### src/rtl/sgmii_rx_pkt_gate.sv
// sgmii_rx_pkt_gate
// Drains the SGMII receive converter's packet FIFO and per-packet valid FIFO.
// Good packets are forwarded to the pipeline FIFO with one cycle of latency.
// Errored packets are discarded word by word. Packets with a bad head are
// dropped, and packets that run past MAX_PKT_WORDS are truncated with a
// forced tail. Each packet produces exactly one single-cycle statistics pulse.
module sgmii_rx_pkt_gate #(
    parameter int unsigned MAX_PKT_WORDS = 96,
    parameter int unsigned CNT_W         = 7
) (
    input  logic         clk,
    input  logic         reset,

    output logic         in_pkt_rdreq,
    input  logic [133:0] in_pkt,
    input  logic         in_pkt_empty,

    output logic         in_valid_rdreq,
    input  logic         in_valid,
    input  logic         in_valid_empty,

    output logic         out_pkt_wrreq,
    output logic [133:0] out_pkt,
    input  logic         out_pkt_almostfull,

    output logic         pkt_forward_add,
    output logic         pkt_errdrop_add,
    output logic         pkt_malform_add
);

    typedef enum logic [1:0] {
        ST_IDLE,
        ST_FWD,
        ST_DROP
    } state_t;

    localparam logic [CNT_W-1:0] LP_MAX  = CNT_W'(MAX_PKT_WORDS);
    localparam logic [1:0]       HDR_HEAD = 2'b01;
    localparam logic [1:0]       HDR_TAIL = 2'b10;

    state_t           r_state;
    logic [CNT_W-1:0] r_cnt;

    logic             w_idle_ready;
    logic             w_valid_pop;
    logic             w_pkt_pop;
    logic [1:0]       w_hdr;
    logic             w_is_tail;
    logic             w_first;
    logic [CNT_W-1:0] w_cnt_inc;
    logic             w_at_max;

    // Pop decisions are combinational: the FIFOs are show-ahead, so the pop
    // must coincide with the cycle in which the head word is consumed.
    always_comb begin
        w_idle_ready = (r_state == ST_IDLE) && !in_valid_empty && !in_pkt_empty;
        w_valid_pop  = w_idle_ready && (!in_valid || !out_pkt_almostfull);
        w_pkt_pop    = (r_state != ST_IDLE) && !in_pkt_empty;
        w_hdr        = in_pkt[133:132];
        w_is_tail    = (w_hdr == HDR_TAIL);
        w_first      = (r_cnt == '0);
        w_cnt_inc    = (r_cnt == LP_MAX) ? r_cnt : r_cnt + 1'b1;
        w_at_max     = (w_cnt_inc == LP_MAX);
    end

    // Read strobes are held low while reset is asserted so every output is 0.
    assign in_valid_rdreq = w_valid_pop && !reset;
    assign in_pkt_rdreq   = w_pkt_pop && !reset;

    // Packet FSM with registered write path and statistics pulses.
    always_ff @(posedge clk or posedge reset) begin
        if (reset) begin
            r_state         <= ST_IDLE;
            r_cnt           <= '0;
            out_pkt_wrreq   <= 1'b0;
            out_pkt         <= '0;
            pkt_forward_add <= 1'b0;
            pkt_errdrop_add <= 1'b0;
            pkt_malform_add <= 1'b0;
        end else begin
            out_pkt_wrreq   <= 1'b0;
            pkt_forward_add <= 1'b0;
            pkt_errdrop_add <= 1'b0;
            pkt_malform_add <= 1'b0;
            unique case (r_state)
                ST_IDLE: begin
                    if (w_idle_ready) begin
                        if (!in_valid) begin
                            pkt_errdrop_add <= 1'b1;
                            r_state         <= ST_DROP;
                        end else if (!out_pkt_almostfull) begin
                            r_cnt   <= '0;
                            r_state <= ST_FWD;
                        end
                    end
                end
                ST_FWD: begin
                    if (!in_pkt_empty) begin
                        r_cnt <= w_cnt_inc;
                        if (w_first && (w_hdr != HDR_HEAD)) begin
                            pkt_malform_add <= 1'b1;
                            r_state         <= w_is_tail ? ST_IDLE : ST_DROP;
                        end else if (w_is_tail) begin
                            out_pkt_wrreq   <= 1'b1;
                            out_pkt         <= in_pkt;
                            pkt_forward_add <= 1'b1;
                            r_state         <= ST_IDLE;
                        end else if (w_at_max) begin
                            // Truncate: close the packet downstream with an
                            // all-bytes-valid tail and discard the remainder.
                            out_pkt_wrreq   <= 1'b1;
                            out_pkt         <= {HDR_TAIL, 4'b0000, in_pkt[127:0]};
                            pkt_malform_add <= 1'b1;
                            r_state         <= ST_DROP;
                        end else begin
                            out_pkt_wrreq <= 1'b1;
                            out_pkt       <= in_pkt;
                        end
                    end
                end
                ST_DROP: begin
                    if (!in_pkt_empty && w_is_tail) begin
                        r_state <= ST_IDLE;
                    end
                end
                default: begin
                    r_state <= ST_IDLE;
                end
            endcase
        end
    end

endmodule

### config.mk
export PLATFORM = sky130hd
export DESIGN_NAME = sgmii_rx_pkt_gate
export DESIGN_NICKNAME = d
export VERILOG_FILES = /design/src/rtl/sgmii_rx_pkt_gate.sv
export SDC_FILE = /design/constraint.sdc
export NUM_CORES = 1
export LEC_CHECK = 0
export CAP_MARGIN = 5
export CORE_MARGIN = 8
export CORE_UTILIZATION = 30
export CTS_CLUSTER_DIAMETER = 50
export DETAILED_ROUTE_END_ITERATION = 6
export GPL_TIMING_DRIVEN = 0
export HOLD_SLACK_MARGIN = 0.12
export SKIP_LAST_GASP = 1
export SYNTH_ARGS = -nofsm -noshare
export SYNTH_HDL_FRONTEND = slang
export SYNTH_SLANG_ARGS = --single-unit
### constraint.sdc
create_clock -name clk -period 7.72 [get_ports clk]
set_input_delay 0.772 -clock clk [delete_from_list [all_inputs] [get_ports clk]]
set_output_delay 0.772 -clock clk [all_outputs]
set_load 0.03 [all_outputs]
==> out/qor.yml, run 1 <==
cts.repair.resized: 0
clkSinkCount: 147
placementRows: 50
rrSetupSlack_ns: 4.91
slew_violations: 0
fmax_mhz: 302
dp_hpwl_mm: 13.6
required_ns: 6.95
cts_tree: "built"
synth_seq_cells: 147
min_to: "out_pkt[21]$_DFFE_PP0P_"
drc: 0
synth_cell_type_count: 34
ant_nets: 0
hold_class: "register to register"
crit_path_end_kind: "primary output"
synth_area_mm2: 0.00574
hold_start: "out_pkt[21]$_DFFE_PP0P_"
vias_per_cell: 4.53
critPathMaxFanout: 6
post-cts-setup-buffers: 0
power.density_mw_per_mm2: 420
skew_ns: 0.0101
total_power_uw: 3970
die_area_mm2: 0.0238
finalCritPeriodShare: 0.428
num_vias: 4226
dr.pass1.iters: 4
die_x_um: 154
grt_pass1_wl_mm: 27.3
leakage_uw: 0.00403
cts_buffers: 17
avgRoutedWirePerCell_um: 18.7
htree_levels: 4
vdd_drop_max_uv: 185
grt_overflow: 0
timing.rr.start: "r_cnt[0]$_DFFE_PP0P_"
layout.cells.most_common: "clkdlybuf4s50_1"
synth_nets: 529
drt_iter0_markers: 124
syn2layout_area_growth_pct: 64.7
wirelength_mm: 17.5
setup_viol: 0
r2r_end: "out_pkt[114]$_DFFE_PP0P_"
nFillCells: 1629
die_y_um: 154
start_util: 0.306
core_mm2: 0.0188
drv_cap: 0
hold_violations: 0
nets: 828
critical_path_class: "input port to primary output"
tns_ns: 0
grt_usage: 0.148
antenna_found_initial: 0
grt_pass1_vias: 4692
ios: 280
ys.warnings.count: 0
worst_slew_pin_slew_ns: 0.693
synth_seq_area_share: 0.641
grt_max_degree: 85
syn_inst: 387
clk_pin_slew_ns: 0.06
port_buffers: 279
clockBufferDepth: 2
cts-root-buf: "clkbuf_16"
status: "finished, final reports clean"
final_cell_mix: "clkdlybuf4s50_1, dfrtp_1, mux2_2"
slew_headroom: 0.538
min_period_ns: 3.31
hold_depth: 1
holdWs_ns: 0.503
diodes: 0
drive_above_1_share: 0.246
cts_hold_buf: 0
gp_congestion: 0.788
cp-start-kind: "input port"
arrival_ns: 2.54
clock_latency_ns: 0.42
r2r_cells: 8
postSynthAreaPerCell_um2: 14.8
rsz0062_at_grt: "no"
cell families (layout without fill, tap and decap cells):
logic type | Yosys count | after routing | share of synthesized area
buf+inv | 27 | 339 | 0.0198
mux | 128 | 128 | 0.251
xor+xnor | 4 | 4 | 0.00611
fa+ha+maj | 3 | 3 | 0.00610
compound gates | 31 | 31 | 0.0320
flops | 147 | 147 | 0.641
simple gates | 47 | 47 | 0.0438
power breakdown:
group | switching, uW | internal (uW) | leakage [uW]
Sequential | 169 | 1090 | 0.00186
Clock | 321 | 511 | 0.000290
Combinational | 1000 | 867 | 0.00188
synth_stat cells:
| master | number | share of area |
|---|---|---|
| dfrtp_1 | 147 | 0.64 |
| mux2_2 | 128 | 0.25 |
| nand2_1 | 17 | 0.011 |
| buf_2 | 10 | 0.0087 |
| inv_1 | 10 | 0.0065 |
| nor2_1 | 10 | 0.0065 |
| o21ai_0 | 9 | 0.0078 |
| a21oi_1 | 8 | 0.0070 |
| clkbuf_1 | 7 | 0.0046 |
| nor3_1 | 5 | 0.0044 |
| o22ai_1 | 4 | 0.0044 |
| nand3_1 | 3 | 0.0026 |
| xnor2_1 | 3 | 0.0046 |
| a31oi_1 | 2 | 0.0022 |
| and2_1 | 2 | 0.0022 |
| ha_1 | 2 | 0.0044 |
| nor3b_1 | 2 | 0.0026 |
| o21a_1 | 2 | 0.0026 |
| a211oi_1 | 1 | 0.0013 |
| a22o_1 | 1 | 0.0015 |
| a31o_1 | 1 | 0.0015 |
| maj3_1 | 1 | 0.0017 |
| nand2b_1 | 1 | 0.0011 |
| nor2b_1 | 1 | 0.0011 |
| nor3_4 | 1 | 0.0028 |
| nor4b_2 | 1 | 0.0026 |
| o211ai_1 | 1 | 0.0013 |
| o21ai_1 | 1 | 0.00087 |
| o2bb2ai_1 | 1 | 0.0015 |
| or3_1 | 1 | 0.0011 |
| or3_4 | 1 | 0.0020 |
| or4_1 | 1 | 0.0013 |
| or4b_4 | 1 | 0.0024 |
| xor2_1 | 1 | 0.0015 |
worst max path at each step:
stage | depth (start not counted) | start | endpoint | slack (ns)
2_1_floorplan | 1 | reset | out_pkt[0]$_DFFE_PP0P_ | 3.00
3_3_place_gp | 2 | reset | out_pkt[27]$_DFFE_PP0P_ | 0.95
3_5_place_dp | 7 | in_pkt_empty | out_pkt[117]$_DFFE_PP0P_ | 4.05
4_1_cts | 5 | in_pkt_empty | in_valid_rdreq | 4.38
5_1_grt | 5 | in_pkt_empty | in_valid_rdreq | 4.26
6_report | 5 | in_pkt_empty | in_valid_rdreq | 4.41
routing by layer:
metal	vias to the layer above	wire length, um	track usage	share of wire
li1	1961	-	-	-
met1	2040	7250	0.170	0.42
met2	205	8140	0.239	0.47
met3	20	1840	0.0691	0.11
met4	0	225	0.0523	0.013
met5	-	0	0	0
registers in the layout, summed over array words and instances, names as in the netlist:
name	cells
out_pkt	134
pkt_errdrop_add	1
pkt_malform_add	1
r_state	2
pkt_forward_add	1
out_pkt_wrreq	1
r_cnt	7
final cells by class:
type                       instances  area, um^2  share of cell area
clock inverter                    11         153              0.0162
clock buffer                      21         440              0.0466
timing repair buffer             280        2820               0.298
buffer                            17        76.3             0.00808
sequential                       147        3680               0.389
tap                              234         293              0.0310
multi-input combinational        213        1950               0.206
inverter                          10        42.5             0.00450
critical path, stage by stage:
cell and delay, ns:
clkdlybuf4s50_1 0.49, nor2_1 0.22, nand2_1 0.11, a211oi_1 0.21, clkdlybuf4s50_1 0.73
through the flow:
| stage | setup WS, ns | std cells | utilization | cell area, um^2 |
|---|---|---|---|---|
| after global placement | 0.952 | 900 | 0.470 | 8820 |
| after detailed placement | 4.05 | 901 | 0.472 | 8860 |
| after floorplan | 3.00 | 387 | - | 5740 |
| after global routing | 4.26 | 933 | 0.504 | 9450 |
| after CTS | 4.38 | 933 | 0.504 | 9450 |
| final | 4.41 | 933 | 0.504 | 9450 |
(Power assumes the default switching activity.)
==> inputs of run 2 (changes only) <==
Clock period 7.72 ns to 3.1 ns, I/O delays scaled along.
==> run 2 against run 1 <==
  * Flip-flop and latch count is the same
  * Design area up 0.13%
  * Global-route usage shrank 0.47 points
  * Setup slack got worse by 4.0 ns
  * Highest routed layer unchanged
  * Critical path type is now register to register
  * Sequential share of layout area decreased by 0.052 points
  * Die area stayed put
  * Register-to-register slack worse by 4.5 ns
  * Core utilization is 0.067 points higher
  * Critical endpoint is now out_pkt[114]$_DFFE_PP0P_
  * Power increased by 150%
  * Clock-buffer cell count is 1 lower
==> out/qor.yml, run 2 (same netlist as run 1, synthesis figures left out) <==
finalCritPeriodShare: 0.882
final_cell_mix: "clkdlybuf4s50_1, dfrtp_1, mux2_2"
dp_cells: 903  # +0.22%
syn2layout_area_growth_pct: 64.9
cts-root-buf: "clkbuf_16"
cp-start-kind: "register"
clock_latency_ns: 0.41  # about the same
r2r_cells: 8  # unchanged
drive_above_1_share: 0.250  # +0.00393
crit_slowest_cell: "a21oi_1"
diodes: 0  # unchanged
die_area_mm2: 0.0238  # unchanged
fin_cells: 934  # +0.11%
antenna_found_initial: 0  # unchanged
vias_per_cell: 4.52  # -0.18%
slew_headroom: 0.429  # -0.109
layout.cells.most_common: "clkdlybuf4s50_1"
dr.pass1.iters: 4  # unchanged
leakage_uw: 0.00402  # -0.14%
clockBufferDepth: 2  # unchanged
cts_tree: "built"
critical_path.max_stage_delay_ns: 0.59  # -0.14 ns
setup_ws_ns: 0.366  # -4.05 ns
clkSinkCount: 147  # unchanged
grt_pass1_wl_mm: 26.8  # -1.8%
wirelength_mm: 16.9  # -3.1%
grt_overflow: 0  # unchanged
grt_pass1_vias: 4736  # +0.94%
ios: 280  # unchanged
cts_hold_buf: 0  # unchanged
power.density_mw_per_mm2: 1040  # +150%
die_y_um: 154  # unchanged
hold_class: "input port to register"
ant_nets: 0  # unchanged
post-cts-setup-buffers: 0  # unchanged
nets: 830  # +0.24%
critPathMaxFanout: 10  # +4
status: "finished, final reports clean"
setup_viol: 0  # unchanged
core_mm2: 0.0188  # unchanged
start_util: 0.306  # unchanged
clk_pin_slew_ns: 0.05  # about the same
drv_cap: 0  # unchanged
cts.repair.resized: 0  # unchanged
dp_hpwl_mm: 13.3  # -2.6%
largest_reg_flops: 134  # unchanged
arrival_ns: 3.02  # +0.48 ns
grt_max_degree: 42  # -51%
die_x_um: 154  # unchanged
worst_slew_pin_slew_ns: 0.855  # +0.162 ns
num_vias: 4223  # -0.071%
rrSetupSlack_ns: 0.37  # -4.54 ns
port_buffers: 279  # unchanged
reg.largest.list: "out_pkt (134), r_cnt (7), r_state (2)"
crit_path_cell_trace: "inv_1, ha_1, or4b_4, nor3_4, a21oi_1, buf_2, buf_2, mux2_2"
hold_depth: 3  # +2
fmax_mhz: 366
drc: 0  # unchanged
slew_violations: 0  # unchanged
top_register: "out_pkt"
cts_buffers: 17  # unchanged
gp_congestion: 0.782  # -0.69%
skew_ns: 0.0129  # +0.00280 ns
hold_violations: 0  # unchanged
crit_path_end_kind: "register"
drt_iter0_markers: 144  # +16%
placementRows: 50  # unchanged
vdd_drop_max_uv: 482  # +160%
htree_levels: 4  # unchanged
pre_cts_slack_ns: -0.178  # -4.23 ns
cp_common_cell: "buf_2"
grt_usage: 0.143  # -0.00471
avgRoutedWirePerCell_um: 18.1  # -3.2%
critical_path_class: "register to register"
required_ns: 3.39  # -3.56 ns
min_period_ns: 2.73
rsz0062_at_grt: "no"
run 2: layer usage:
metal	vias to the layer above	GRT usage	part of all wire
met1	2038	0.167	0.41
met3	16	0.0683	0.11
li1	1963	-	-
met2	206	0.230	0.46
met4	0	0.0448	0.011
met5	-	0	0
run 2: worst max-delay path, delay by kind of cell (launching register included):
kind / cells / cell delay (ns)
AOI/OAI and AO/OA: 1 / 0.59
DFF: 1 / 0.46
muxes: 1 / 0.37
buffers and inverters: 3 / 0.74
adders and majority gates: 1 / 0.18
and+or+nand+nor: 2 / 0.28
run 2: worst paths after layout:
kind                                          from                   endpoint
setup / recovery              r_cnt[0]$_DFFE_PP0P_   out_pkt[114]$_DFFE_PP0P_
hold / removal                         in_pkt[131]   out_pkt[131]$_DFFE_PP0P_
setup reg to reg              r_cnt[0]$_DFFE_PP0P_   out_pkt[114]$_DFFE_PP0P_
hold reg to reg            out_pkt[45]$_DFFE_PP0P_    out_pkt[45]$_DFFE_PP0P_
max in group asynchronous                    reset   out_pkt[123]$_DFFE_PP0P_
min in group asynchronous                    reset  pkt_errdrop_add$_DFF_PP0_
run 2: final cells by class:
type / count / area, um^2
Multi-Input combinational cell: 213 / 1950
Buffer: 17 / 76.3
Clock inverter: 11 / 128
Sequential cell: 147 / 3680
Tap cell: 234 / 293
Clock buffer: 20 / 447
Fill cell: 1622 / 9310
Inverter: 10 / 41.3
Timing Repair Buffer: 282 / 2850
run 2: metrics by stage:
stage                     setup TNS [ns]  hold WS [ns]  area (um^2)   util  power [uW]
after floorplan                        0         0.376         5740      -        5730
after global placement            -56.31         0.488         8830  0.470        7800
after detailed placement          -11.85         0.494         8890  0.474        7890
after CTS                              0         0.433         9460  0.504        9950
after global routing                   0         0.437         9460  0.504       10300
final                                  0         0.458         9460  0.504        9800
run 2: power by group:
part	internal (uW)	switching [uW]
Clock	1210	788
Combinational	2160	2490
Sequential	2720	429
==> inputs of run 3 (changes only) <==
Settings changed: GPL_TIMING_DRIVEN 0 to not set, MAX_ROUTING_LAYER set to met4.
==> run 3 against run 2 <==
  * Via count shrank 0.92%
  * Critical path type unchanged
  * Power grew 1.2%
  * Sequential share of layout area is essentially flat
  * Largest cell class unchanged
==> out/qor.yml, run 3 (same netlist as run 1, synthesis figures left out) <==
status: "finished, final reports clean"
min_period_ns: 2.39  # -0.339 ns
avgRoutedWirePerCell_um: 18.0  # -0.56%
slew_headroom: 0.632  # +0.203
cts_tree: "built"
htree_levels: 4  # unchanged
clkSinkCount: 147  # unchanged
hold_violations: 0  # unchanged
die_y_um: 154  # unchanged
cts-root-buf: "clkbuf_16"
grt_usage: 0.143  # about the same
leakage_uw: 0.00400  # -0.60%
required_ns: 3.40  # about the same
nFillCells: 1606  # -0.99%
multiInputGateArea_mm2: 0.00196  # +0.58%
grt_pass1_vias: 4699  # -0.78%
port_buffers: 279  # unchanged
drive_above_1_share: 0.247  # -0.00328
slew_violations: 0  # unchanged
nets: 815  # -1.8%
grt_max_degree: 85  # +100%
vias_per_cell: 4.55  # +0.69%
power.density_mw_per_mm2: 1050  # +1.1%
die_area_mm2: 0.0238  # unchanged
drv_cap: 0  # unchanged
start_util: 0.306  # unchanged
grt_pass1_wl_mm: 26.0  # -2.9%
post-cts-setup-buffers: 0  # unchanged
cts.repair.resized: 0  # unchanged
die_x_um: 154  # unchanged
rsz0062_at_grt: "no"
ios: 280  # unchanged
crit_slowest_cell: "or4b_4"
hold_class: "input port to asynchronous set/reset pin"
gp_congestion: 0.865  # +11%
vdd_drop_max_uv: 515  # +6.8%
tns_ns: 0  # unchanged
finish.instance_area_mm2: 0.00947  # about the same
critical_path_class: "register to register"
cts_buffers: 17  # unchanged
cp-start-kind: "register"
fin_util: 0.505  # about the same
critPathMaxFanout: 8  # -2
arrival_ns: 2.69  # -0.33 ns
drt_iter0_markers: 156  # +8.3%
core_mm2: 0.0188  # unchanged
ant_nets: 0  # unchanged
dp_hpwl_mm: 12.6  # -5.2%
crit_path_end_kind: "register"
regArea_mm2: 0.00368  # unchanged
antenna_found_initial: 0  # unchanged
drc: 0  # unchanged
clock_latency_ns: 0.41  # about the same
worst_slew_pin_slew_ns: 0.549  # -0.306 ns
wirelength_mm: 16.5  # -2.2%
grt_overflow: 0  # unchanged
final_cell_mix: "clkdlybuf4s50_1, dfrtp_1, mux2_2"
setup_viol: 0  # unchanged
placed_area_mm2: 0.00886  # -0.28%
critical_path.max_stage_delay_ns: 0.49  # -0.10 ns
top_register: "out_pkt"
crit_path_cell_trace: "inv_1, ha_1, or4b_4, or3_1, o21a_1, or3_4, a31o_1"
clk_pin_slew_ns: 0.06  # about the same
diodes: 0  # unchanged
dr.pass1.iters: 4  # unchanged
finalCritPeriodShare: 0.773  # -0.109
num_vias: 4184  # -0.92%
skew_ns: 0.0109  # -0.00199 ns
syn2layout_area_growth_pct: 65.0  # about the same
largest_reg_flops: 134  # unchanged
clockBufferDepth: 2  # unchanged
cts_hold_buf: 0  # unchanged
reg.largest.list: "out_pkt (134), r_cnt (7), r_state (2)"
fmax_mhz: 418  # +14%
placementRows: 50  # unchanged
layout.cells.most_common: "clkdlybuf4s50_1"
run 3: area by class of cell:
cell class              count  share of cell area
flip-flops and latches    147               0.388
repair buffers            284               0.305
multi-input cells         213               0.207
clock buffers              20              0.0482
well taps                 234              0.0309
clock inverters            11              0.0160
inverters                  10             0.00436
run 3: per-layer routing:
layer,up-vias,wire length (um),GRT usage
li1,1936,-,-
met1,2031,6980,0.166
met2,201,7610,0.219
met3,16,1690,0.0632
met5,-,0,-
met4,0,259,0.0495
run 3: where the power goes:
part	switching (uW)	leakage (uW)	total (uW)	internal [uW]
clock	793	0.000297	2100	1310
sequential	440	0.00186	3160	2720
combinational	2490	0.00184	4650	2160
total	3720	0.00400	9920	6200
run 3: critical path: cells and delay by family (launching register included):
kind | cells | cell delay, ns
buf+inv | 1 | 0.09
flops | 1 | 0.46
compound gates | 2 | 0.36
fa+ha+maj | 1 | 0.13
simple gates | 3 | 1.25
run 3: final timing paths:
| check | cells after the start | slack (ns) | startpoint | endpoint |
|---|---|---|---|---|
| max in group asynchronous | 3 | 2.24 | reset | out_pkt[15]$_DFFE_PP0P_ |
| setup / recovery | 7 | 0.71 | r_cnt[0]$_DFFE_PP0P_ | out_pkt[132]$_DFFE_PP0P_ |
| hold reg to reg | 1 | 0.50 | out_pkt[39]$_DFFE_PP0P_ | out_pkt[39]$_DFFE_PP0P_ |
| setup reg to reg | 7 | 0.71 | r_cnt[0]$_DFFE_PP0P_ | out_pkt[132]$_DFFE_PP0P_ |
| hold / removal | 3 | 0.44 | reset | out_pkt[3]$_DFFE_PP0P_ |
| min in group clk | 3 | 0.47 | in_pkt[128] | out_pkt[128]$_DFFE_PP0P_ |
run 3: metrics by stage:
stage / instances / total power (uW) / hold WS [ns] / setup WS, ns
floorplan: 387 / 5730 / 0.376 / 0.825
global placement: 888 / 7800 / 0.488 / 0.667
detailed placement: 888 / 7890 / 0.494 / 0.566
CTS: 919 / 10100 / 0.437 / 0.695
global route: 919 / 10400 / 0.461 / 0.611
finish: 919 / 9920 / 0.440 / 0.705
